**src/rtl/drw_wrt_burst_if.sv**
```systemverilog
// AXI4 write-channel bundle (AW/W/B) between the write-back stage and the frame buffer.
// The master modport is the burst engine; the slave modport is the memory side.
interface drw_wrt_burst_if;
  logic [31:0] AWADDR;
  logic [7:0]  AWLEN;
  logic [2:0]  AWSIZE;
  logic [1:0]  AWBURST;
  logic        AWVALID;
  logic        AWREADY;
  logic [31:0] WDATA;
  logic [3:0]  WSTRB;
  logic        WLAST;
  logic        WVALID;
  logic        WREADY;
  logic [1:0]  BRESP;
  logic        BVALID;
  logic        BREADY;

  modport master (
    output AWADDR, AWLEN, AWSIZE, AWBURST, AWVALID,
    output WDATA, WSTRB, WLAST, WVALID,
    output BREADY,
    input  AWREADY, WREADY, BRESP, BVALID
  );

  modport slave (
    input  AWADDR, AWLEN, AWSIZE, AWBURST, AWVALID,
    input  WDATA, WSTRB, WLAST, WVALID,
    input  BREADY,
    output AWREADY, WREADY, BRESP, BVALID
  );
endinterface

```
**src/rtl/drw_wrt_burst.sv**
```systemverilog
// Write-back stage: drains the pixel FIFO into a DST rectangle with 4 KB-safe AXI4 bursts, one outstanding.
// AW issues 2 cycles after a full burst is in the FIFO; W throttles on WREADY via a 2-entry skid. DRW_WRT_ERRLOG_EN adds ERR_CNT/ERR_ADDR.
module drw_wrt_burst #(
  parameter int BURST_MAX = 16,
  parameter int CNT_W     = 9
) (
  input  logic             ACLK,
  input  logic             ARESETN,
  input  logic             RST,
  input  logic             START,
  input  logic [31:0]      DST_ADDR,
  input  logic [10:0]      DST_WIDTH,
  input  logic [10:0]      DST_HEIGHT,
  input  logic [15:0]      DST_STRIDE,
  output logic             BUSY,
  output logic             DONE,
  output logic             WRT_FIFO_RD,
  input  logic             WRT_FIFO_VALID,
  input  logic [31:0]      WRT_FIFO_DOUT,
  input  logic [CNT_W-1:0] WRT_FIFO_DATA_CNT,
`ifdef DRW_WRT_ERRLOG_EN
  output logic [15:0]      ERR_CNT,
  output logic [31:0]      ERR_ADDR,
`endif
  drw_wrt_burst_if.master  m_axi
);

  typedef enum logic [2:0] {S_IDLE, S_CALC, S_WAITD, S_AW, S_W, S_B, S_DONE} state_t;

  state_t      state_q, state_d;
  logic        srst;
  logic [31:0] line_addr_q, cur_addr_q, awaddr_q;
  logic [15:0] stride_q;
  logic [10:0] width_q, pix_left_q, lines_left_q;
  logic [8:0]  len_q, rd_cnt_q, beat_cnt_q;
  logic [7:0]  awlen_q;
  logic        cnt_ok_q, zero_done_q, rd_infl_q;
  logic [31:0] skid_q [2];
  logic        wptr_q, rptr_q;
  logic [1:0]  skid_cnt_q;
  logic        start_ok, size_ok, push, pop, wlast, line_end, last_line;
  logic [12:0] room, len_c;

  assign srst      = !ARESETN || RST;
  assign start_ok  = START && (state_q == S_IDLE);
  assign size_ok   = (DST_WIDTH != 11'd0) && (DST_HEIGHT != 11'd0);
  assign room      = (13'd4096 - {1'b0, cur_addr_q[11:0]}) >> 2;
  assign wlast     = (beat_cnt_q == (len_q - 9'd1));
  assign push      = rd_infl_q && WRT_FIFO_VALID;
  assign pop       = m_axi.WVALID && m_axi.WREADY;
  assign line_end  = (pix_left_q == {2'b00, len_q});
  assign last_line = (lines_left_q == 11'd1);

  // Burst length: what is left of the line, capped by BURST_MAX and the next 4 KB page edge.
  always_comb begin
    len_c = {2'b00, pix_left_q};
    if (len_c > 13'(BURST_MAX)) len_c = 13'(BURST_MAX);
    if (room < len_c) len_c = room;
  end

  assign m_axi.AWADDR  = awaddr_q;
  assign m_axi.AWLEN   = awlen_q;
  assign m_axi.AWSIZE  = 3'b010;
  assign m_axi.AWBURST = 2'b01;
  assign m_axi.WSTRB   = 4'hF;
  assign m_axi.WVALID  = (skid_cnt_q != 2'd0);
  assign m_axi.WDATA   = skid_q[rptr_q];
  assign m_axi.WLAST   = m_axi.WVALID && wlast;

  always_ff @(posedge ACLK) begin
    if (srst) state_q <= S_IDLE;
    else      state_q <= state_d;
  end

  always_comb begin
    state_d       = state_q;
    BUSY          = (state_q != S_IDLE);
    DONE          = zero_done_q;
    WRT_FIFO_RD   = 1'b0;
    m_axi.AWVALID = 1'b0;
    m_axi.BREADY  = 1'b0;
    case (state_q)
      S_IDLE:  if (start_ok && size_ok) state_d = S_CALC;
      S_CALC:  state_d = S_WAITD;
      S_WAITD: if (cnt_ok_q) state_d = S_AW;
      S_AW: begin
        m_axi.AWVALID = 1'b1;
        if (m_axi.AWREADY) state_d = S_W;
      end
      S_W: begin
        // Reads in flight count against the skid so a returning word always has a slot.
        WRT_FIFO_RD = (({1'b0, skid_cnt_q} + {2'b00, rd_infl_q}) < 3'd2) && (rd_cnt_q < len_q);
        if (pop && wlast) state_d = S_B;
      end
      S_B: begin
        m_axi.BREADY = 1'b1;
        if (m_axi.BVALID) state_d = (line_end && last_line) ? S_DONE : S_CALC;
      end
      S_DONE: begin
        DONE    = 1'b1;
        state_d = S_IDLE;
      end
      default: state_d = S_IDLE;
    endcase
  end

`ifdef DRW_WRT_ERRLOG_EN
  logic [15:0] err_cnt_q;
  logic [31:0] err_addr_q;
  assign ERR_CNT  = err_cnt_q;
  assign ERR_ADDR = err_addr_q;

  always_ff @(posedge ACLK) begin
    if (srst || start_ok) begin
      err_cnt_q  <= 16'd0;
      err_addr_q <= 32'd0;
    end else if (state_q == S_B && m_axi.BVALID &&
                 (m_axi.BRESP == 2'b10 || m_axi.BRESP == 2'b11)) begin
      if (err_cnt_q != 16'hFFFF) err_cnt_q <= err_cnt_q + 16'd1;
      if (err_cnt_q == 16'd0)    err_addr_q <= awaddr_q;
    end
  end
`endif

  always_ff @(posedge ACLK) begin
    if (srst) begin
      line_addr_q  <= 32'd0;
      cur_addr_q   <= 32'd0;
      awaddr_q     <= 32'd0;
      awlen_q      <= 8'd0;
      stride_q     <= 16'd0;
      width_q      <= 11'd0;
      pix_left_q   <= 11'd0;
      lines_left_q <= 11'd0;
      len_q        <= 9'd0;
      rd_cnt_q     <= 9'd0;
      beat_cnt_q   <= 9'd0;
      cnt_ok_q     <= 1'b0;
      zero_done_q  <= 1'b0;
      rd_infl_q    <= 1'b0;
      skid_q[0]    <= 32'd0;
      skid_q[1]    <= 32'd0;
      wptr_q       <= 1'b0;
      rptr_q       <= 1'b0;
      skid_cnt_q   <= 2'd0;
    end else begin
      zero_done_q <= start_ok && !size_ok;
      rd_infl_q   <= WRT_FIFO_RD;
      // Registered so the length compare never sees a stale len from the previous burst.
      cnt_ok_q    <= (state_q == S_WAITD) && (32'(WRT_FIFO_DATA_CNT) >= 32'(len_q));

      if (start_ok && size_ok) begin
        line_addr_q  <= DST_ADDR;
        cur_addr_q   <= DST_ADDR;
        stride_q     <= DST_STRIDE;
        width_q      <= DST_WIDTH;
        pix_left_q   <= DST_WIDTH;
        lines_left_q <= DST_HEIGHT;
      end

      if (state_q == S_CALC) begin
        len_q      <= 9'(len_c);
        rd_cnt_q   <= 9'd0;
        beat_cnt_q <= 9'd0;
      end

      if (state_q == S_WAITD && cnt_ok_q) begin
        awaddr_q <= cur_addr_q;
        awlen_q  <= 8'(len_q - 9'd1);
      end

      if (WRT_FIFO_RD) rd_cnt_q <= rd_cnt_q + 9'd1;
      if (push) begin
        skid_q[wptr_q] <= WRT_FIFO_DOUT;
        wptr_q         <= ~wptr_q;
      end
      if (pop) begin
        rptr_q     <= ~rptr_q;
        beat_cnt_q <= beat_cnt_q + 9'd1;
      end
      case ({push, pop})
        2'b10:   skid_cnt_q <= skid_cnt_q + 2'd1;
        2'b01:   skid_cnt_q <= skid_cnt_q - 2'd1;
        default: skid_cnt_q <= skid_cnt_q;
      endcase

      if (state_q == S_B && m_axi.BVALID) begin
        if (line_end) begin
          line_addr_q  <= line_addr_q + {16'h0000, stride_q};
          cur_addr_q   <= line_addr_q + {16'h0000, stride_q};
          pix_left_q   <= width_q;
          lines_left_q <= lines_left_q - 11'd1;
        end else begin
          cur_addr_q <= cur_addr_q + 32'({len_q, 2'b00});
          pix_left_q <= pix_left_q - {2'b00, len_q};
        end
      end
    end
  end

endmodule

```
**src/flat_wrapper.sv**
```systemverilog
// flat-port wrapper written by rule: the top's interface ports become plain ports
module drw_wrt_burst_flat 
#(
  parameter int BURST_MAX = 16,
  parameter int CNT_W     = 9
)
  (ACLK, ARESETN, RST, START, DST_ADDR, DST_WIDTH, DST_HEIGHT, DST_STRIDE, BUSY, DONE, WRT_FIFO_RD, WRT_FIFO_VALID, WRT_FIFO_DOUT, WRT_FIFO_DATA_CNT, m_axi_AWADDR, m_axi_AWLEN, m_axi_AWSIZE, m_axi_AWBURST, m_axi_AWVALID, m_axi_WDATA, m_axi_WSTRB, m_axi_WLAST, m_axi_WVALID, m_axi_BREADY, m_axi_AWREADY, m_axi_WREADY, m_axi_BRESP, m_axi_BVALID);
  drw_wrt_burst_if m_axi_i ();
  input  logic ACLK;
  input  logic ARESETN;
  input  logic RST;
  input  logic START;
  input  logic [31:0] DST_ADDR;
  input  logic [10:0] DST_WIDTH;
  input  logic [10:0] DST_HEIGHT;
  input  logic [15:0] DST_STRIDE;
  output logic BUSY;
  output logic DONE;
  output logic WRT_FIFO_RD;
  input  logic WRT_FIFO_VALID;
  input  logic [31:0] WRT_FIFO_DOUT;
  input  logic [CNT_W-1:0] WRT_FIFO_DATA_CNT;
  output wire logic [$bits(m_axi_i.AWADDR)-1:0] m_axi_AWADDR;
  output wire logic [$bits(m_axi_i.AWLEN)-1:0] m_axi_AWLEN;
  output wire logic [$bits(m_axi_i.AWSIZE)-1:0] m_axi_AWSIZE;
  output wire logic [$bits(m_axi_i.AWBURST)-1:0] m_axi_AWBURST;
  output wire logic [$bits(m_axi_i.AWVALID)-1:0] m_axi_AWVALID;
  output wire logic [$bits(m_axi_i.WDATA)-1:0] m_axi_WDATA;
  output wire logic [$bits(m_axi_i.WSTRB)-1:0] m_axi_WSTRB;
  output wire logic [$bits(m_axi_i.WLAST)-1:0] m_axi_WLAST;
  output wire logic [$bits(m_axi_i.WVALID)-1:0] m_axi_WVALID;
  output wire logic [$bits(m_axi_i.BREADY)-1:0] m_axi_BREADY;
  input wire logic [$bits(m_axi_i.AWREADY)-1:0] m_axi_AWREADY;
  input wire logic [$bits(m_axi_i.WREADY)-1:0] m_axi_WREADY;
  input wire logic [$bits(m_axi_i.BRESP)-1:0] m_axi_BRESP;
  input wire logic [$bits(m_axi_i.BVALID)-1:0] m_axi_BVALID;
  assign m_axi_AWADDR = m_axi_i.AWADDR;
  assign m_axi_AWLEN = m_axi_i.AWLEN;
  assign m_axi_AWSIZE = m_axi_i.AWSIZE;
  assign m_axi_AWBURST = m_axi_i.AWBURST;
  assign m_axi_AWVALID = m_axi_i.AWVALID;
  assign m_axi_WDATA = m_axi_i.WDATA;
  assign m_axi_WSTRB = m_axi_i.WSTRB;
  assign m_axi_WLAST = m_axi_i.WLAST;
  assign m_axi_WVALID = m_axi_i.WVALID;
  assign m_axi_BREADY = m_axi_i.BREADY;
  assign m_axi_i.AWREADY = m_axi_AWREADY;
  assign m_axi_i.WREADY = m_axi_WREADY;
  assign m_axi_i.BRESP = m_axi_BRESP;
  assign m_axi_i.BVALID = m_axi_BVALID;
  drw_wrt_burst #(.BURST_MAX(BURST_MAX), .CNT_W(CNT_W)) u_core (.ACLK(ACLK), .ARESETN(ARESETN), .RST(RST), .START(START), .DST_ADDR(DST_ADDR), .DST_WIDTH(DST_WIDTH), .DST_HEIGHT(DST_HEIGHT), .DST_STRIDE(DST_STRIDE), .BUSY(BUSY), .DONE(DONE), .WRT_FIFO_RD(WRT_FIFO_RD), .WRT_FIFO_VALID(WRT_FIFO_VALID), .WRT_FIFO_DOUT(WRT_FIFO_DOUT), .WRT_FIFO_DATA_CNT(WRT_FIFO_DATA_CNT), .m_axi(m_axi_i));
endmodule
```
**config.mk**
```make
export PLATFORM = sky130hd
export DESIGN_NAME = drw_wrt_burst_flat
export DESIGN_NICKNAME = d
export VERILOG_FILES = /design/src/rtl/drw_wrt_burst_if.sv /design/src/rtl/drw_wrt_burst.sv /design/src/flat_wrapper.sv
export SDC_FILE = /design/constraint.sdc
export NUM_CORES = 1
export LEC_CHECK = 0
export CORE_ASPECT_RATIO = 0.75
export CORE_MARGIN = 2
export CORE_UTILIZATION = 35
export DETAILED_ROUTE_END_ITERATION = 8
export GPL_TIMING_DRIVEN = 1
export PLACE_DENSITY_LB_ADDON = 0.15
export SETUP_SLACK_MARGIN = 0.1
export SLEW_MARGIN = 5
export SYNTH_ARGS = -nofsm -noshare
export SYNTH_HDL_FRONTEND = slang
export SYNTH_SLANG_ARGS = --single-unit
```
**constraint.sdc**
```tcl
create_clock -name ACLK -period 11.05 [get_ports ACLK]
set_input_delay 1.105 -clock ACLK [delete_from_list [all_inputs] [get_ports ACLK]]
set_output_delay 1.105 -clock ACLK [all_outputs]
set_load 0.1 [all_outputs]
```
==> metrics.md <==
| Metric | Value |
|---|---|
| Post-Synth Simple-Gate Area | `0.221` |
| Hold path depth | `2` |
| Initial antenna violation count | `0` |
| Detailed Place HPWL | `~31000 µm` |
| Initial Util | `0.357` |
| Ys async rst share | `0` |
| Min Hold Slack | `~450 ps` |
| FP Rows | `between 60 and 70` |
| Post-Synth XOR/XNOR Area | `0.0425` |
| Main combinational cell family by area after synthesis | `simple AND/OR/NAND/NOR gates` |
| Post-route DRC | `0` |
| CTS Buffer Depth | `3` |
| GR Overflow Total | `0` |
| Finish-stage setup viols | `0` |
| Sequential area share after synthesis | `0.406` |
| Metal3 WL | `~2300 µm` |
| Metal-1 WL | `22600 µm` |
| Average wire per standard cell | `roughly 18 µm` |
| Final min period | `between 5000 and 6000 ps` |
| Post-synthesis cell area | `roughly 0.014 mm²` |
| LEAKAGE | `~6.5 nW` |
| Pre-CTS setup slack | `~6300 ps` |
| Clock transition at path regs | `roughly 60 ps` |
| CORE AREA | `just under 0.04 mm²` |
| GR Util All Layers | `0.202` |
| HP Class | `reg2reg` |
| # clock sinks | `roughly 260` |
| Worst Path Required | `around 10000 ps` |
| # port buffers | `between 150 and 200` |
| CTS Buf Count | `29` |
| Crit-path max FO | `15` |
| Slew @ Worst Pin | `around 1100 ps` |
| I/O pins | `between 200 and 250` |
| Ant diodes | `0` |
| Die area | `between 0.04 and 0.05 mm²` |
| Clk pwr share | `0.417` |
| Worst Skew | `slightly above 20 ps` |
| Sw Ratio | `0.274` |
| Antenna viol nets, final | `0` |
| CTS resizes | `0` |
| Final #Nets | `slightly above 2000` |
| GP Congestion | `between 0.8 and 0.9` |
| R2R cell count | `13` |
| Largest net degree at the start of global routing | `74` |
| Synth Warn # | `0` |
| Mapped Avg Cell Area | `roughly 8.5 µm²` |
| Synth cell types | `between 70 and 80` |
| Worst VDD drop | `0.000104 V` |
| Worst Path Arrival | `between 4000 and 5000 ps` |
| 1st-iter DRT viols | `just under 1000` |
| Outcome | `finished clean` |
| CTS tree | `built` |
| Pins Over Slew Limit | `0` |
| TritonRoute pass-1 iters | `5` |
| Die Width | `~240 µm` |
| EDFF count, synth | `64` |
| Fmax | `186 MHz` |
| Routed met2 length | `around 18000 µm` |
| First-pass GRT wire length | `67300 µm` |
| Area delta synth->final | `24.0%` |
| Critical Path End Type | `output port` |
| Most common cell after layout, fill and taps aside | `nand2_1` |
| Crit path cell chain | `inv_1, ha_1, a21o_1, a21o_1, a211oi_1, o21ai_0, and2_1, clkinv_1, clkdlybuf4s50_1` |
| Crit path kind | `reg2out` |
| Root buf cell | `clkbuf_16` |
| Seq cells post-synth | `255` |
| Total Wirelength | `about 43000 µm` |
| Register share of total power | `0.434` |
| Die Ht | `roughly 180 µm` |
| Startpoint Class | `flip-flop` |
| Hold Buf Count CTS | `0` |
| Synth Area in Compound Gates | `0.193` |
| Mapped Cells | `~1700` |
| CP peak stage delay | `~1100 ps` |
| Post-synthesis adder-cell area fraction | `0.0636` |
| Critical Path Slowest Stage Cell | `clkdlybuf4s50_1` |
| Fraction of layout cells with a size suffix above 1 | `0.0680` |
| Dpl cell area | `approximately 0.017 mm²` |
| DR vias/cell | `approximately 5.3` |
| RSZ-0062 raised after global routing | `false` |
| Top FF cell, synth | `dfxtp_1` |
| Final hold violation count | `0` |
| Top sig layer | `met4` |
| Vias in the first global route | `11700` |
| Max-cap viol count | `0` |
| Internal power | `between 0.0015 and 0.002 W` |
| Pwr Density | `132 mW/mm²` |
| Postcts setup bufs | `0` |
| Tcrit/Tclk final | `0.486` |
| Slew Limit Headroom | `0.266` |
| Final worst slack | `5680 ps` |
| Routed vias | `roughly 13000` |
| Most frequent cells in the layout | `nand2_1 (276), clkdlybuf4s50_1 (197), dfxtp_1 (191), a21oi_1 (150), nor2_1 (109)` |
| Comb pwr share | `0.149` |
| CP dominant cell by count | `a21o_1` |
| Clock insertion delay at the later pin of the skew report | `570 ps` |
| Mux share of post-synthesis cell area | `0.0322` |
| NetSw | `0.000635 W` |
| Setup TNS | `0 ps` |
| Core Util, Final | `0.442` |
| Final Cell Area | `between 0.015 and 0.02 mm²` |
| H-tree depth | `1` |
-- critical path: cells and delay by family, from the launching register on --
family                   cells  cell delay (ps)
AO/OA/AOI/OAI                4              580
adder cells (fa/ha/maj)      1              330
buffers and inverters        3             1710
flip-flops                   1              570
AND/OR/NAND/NOR              1              510
-- power groups by stage --
stage,Combinational (W),Clock (W),Sequential [W]
global route,0.000376,0.00102,0.00101
CTS,0.000346,0.000993,0.00100
finish,0.000346,0.000964,0.00100
floorplan,0.000234,0,0.00101
global placement,0.000341,0,0.00102
detailed placement,0.000344,0,0.00102
-- routing by layer --
layer,track usage,vias to the layer above
met5,0,-
met4,0.0382,0
met3,0.0248,42
met2,0.296,364
met1,0.316,5991
li1,-,6257
-- metrics by stage --
stage | cells | power [W]
3_5_place_dp | 2320 | 0.00137
6_report | 2372 | 0.00231
5_1_grt | 2372 | 0.00241
4_1_cts | 2372 | 0.00234
2_1_floorplan | 1684 | 0.00125
3_3_place_gp | 2320 | 0.00136
-- final cells by class --
| type | count | area (µm²) |
|---|---|---|
| fillers | 3934 | 22100 |
| multi-input cells | 1288 | 7920 |
| flip-flops and latches | 255 | 5750 |
| repair buffers | 216 | 2110 |
| clock buffers | 41 | 831 |
| well taps | 520 | 651 |
| inverters | 41 | 154 |
| clock inverters | 11 | 116 |
-- flip-flops by register name, summed over array words and instances, names as in the netlist, named ones only --
name	cells
u_core.len_q	9
u_core.m_axi.AWLEN	8
u_core.width_q	11
u_core.wptr_q	1
u_core.skid_q	64
u_core.zero_done_q	1
u_core.cur_addr_q	32
u_core.lines_left_q	11
u_core.cnt_ok_q	1
u_core.stride_q	16
u_core.line_addr_q	32
u_core.pix_left_q	11
u_core.rd_cnt_q	9
u_core.beat_cnt_q	9
u_core.m_axi.AWADDR	32
u_core.rd_infl_q	1
u_core.state_q	3
u_core.skid_cnt_q	2
u_core.rptr_q	1
-- worst paths after layout --
kind	endpoint	slack [ps]	start
max	WRT_FIFO_RD	5680	u_core.len_q[1]$_SDFFE_PP0P_
min	u_core.m_axi.AWADDR[15]$_SDFFE_PP0P_	450	u_core.m_axi.AWADDR[15]$_SDFFE_PP0P_
max reg2reg	u_core.len_q[0]$_SDFFE_PP0P_	6950	u_core.cur_addr_q[1]$_SDFFE_PP0P_
min reg2reg	u_core.m_axi.AWADDR[15]$_SDFFE_PP0P_	450	u_core.m_axi.AWADDR[15]$_SDFFE_PP0P_
-- synth_stat cells, types with 10 or more instances --
master,count,area share
a211oi_1,29,0.015
a21o_1,24,0.013
a21oi_1,150,0.053
a311oi_1,11,0.0068
a31oi_1,40,0.018
and2_1,74,0.033
and3_1,13,0.0058
buf_1,13,0.0035
clkbuf_1,72,0.019
dfxtp_1,191,0.27
edfxtp_1,64,0.14
ha_1,67,0.059
inv_1,39,0.010
mux2_2,35,0.028
nand2_1,277,0.074
nand2b_1,12,0.0053
nand3_1,59,0.021
nand4_1,12,0.0053
nor2_1,109,0.029
nor2b_1,12,0.0053
nor3_1,32,0.011
nor4_1,16,0.0071
o211ai_1,11,0.0058
o21a_1,14,0.0074
o21ai_0,79,0.028
or2_2,10,0.0044
or3_1,13,0.0058
xnor2_1,38,0.024
xor2_1,28,0.017
-- cell families after synthesis --
group	count (synthesis)
other	2
buffers and inverters	141
AOI/OAI and AO/OA	431
DFF	255
and+or+nand+nor	664
muxes	41
adders and majority gates	70
xor gates and xnor gates	67
(Power assumes the default switching activity.)
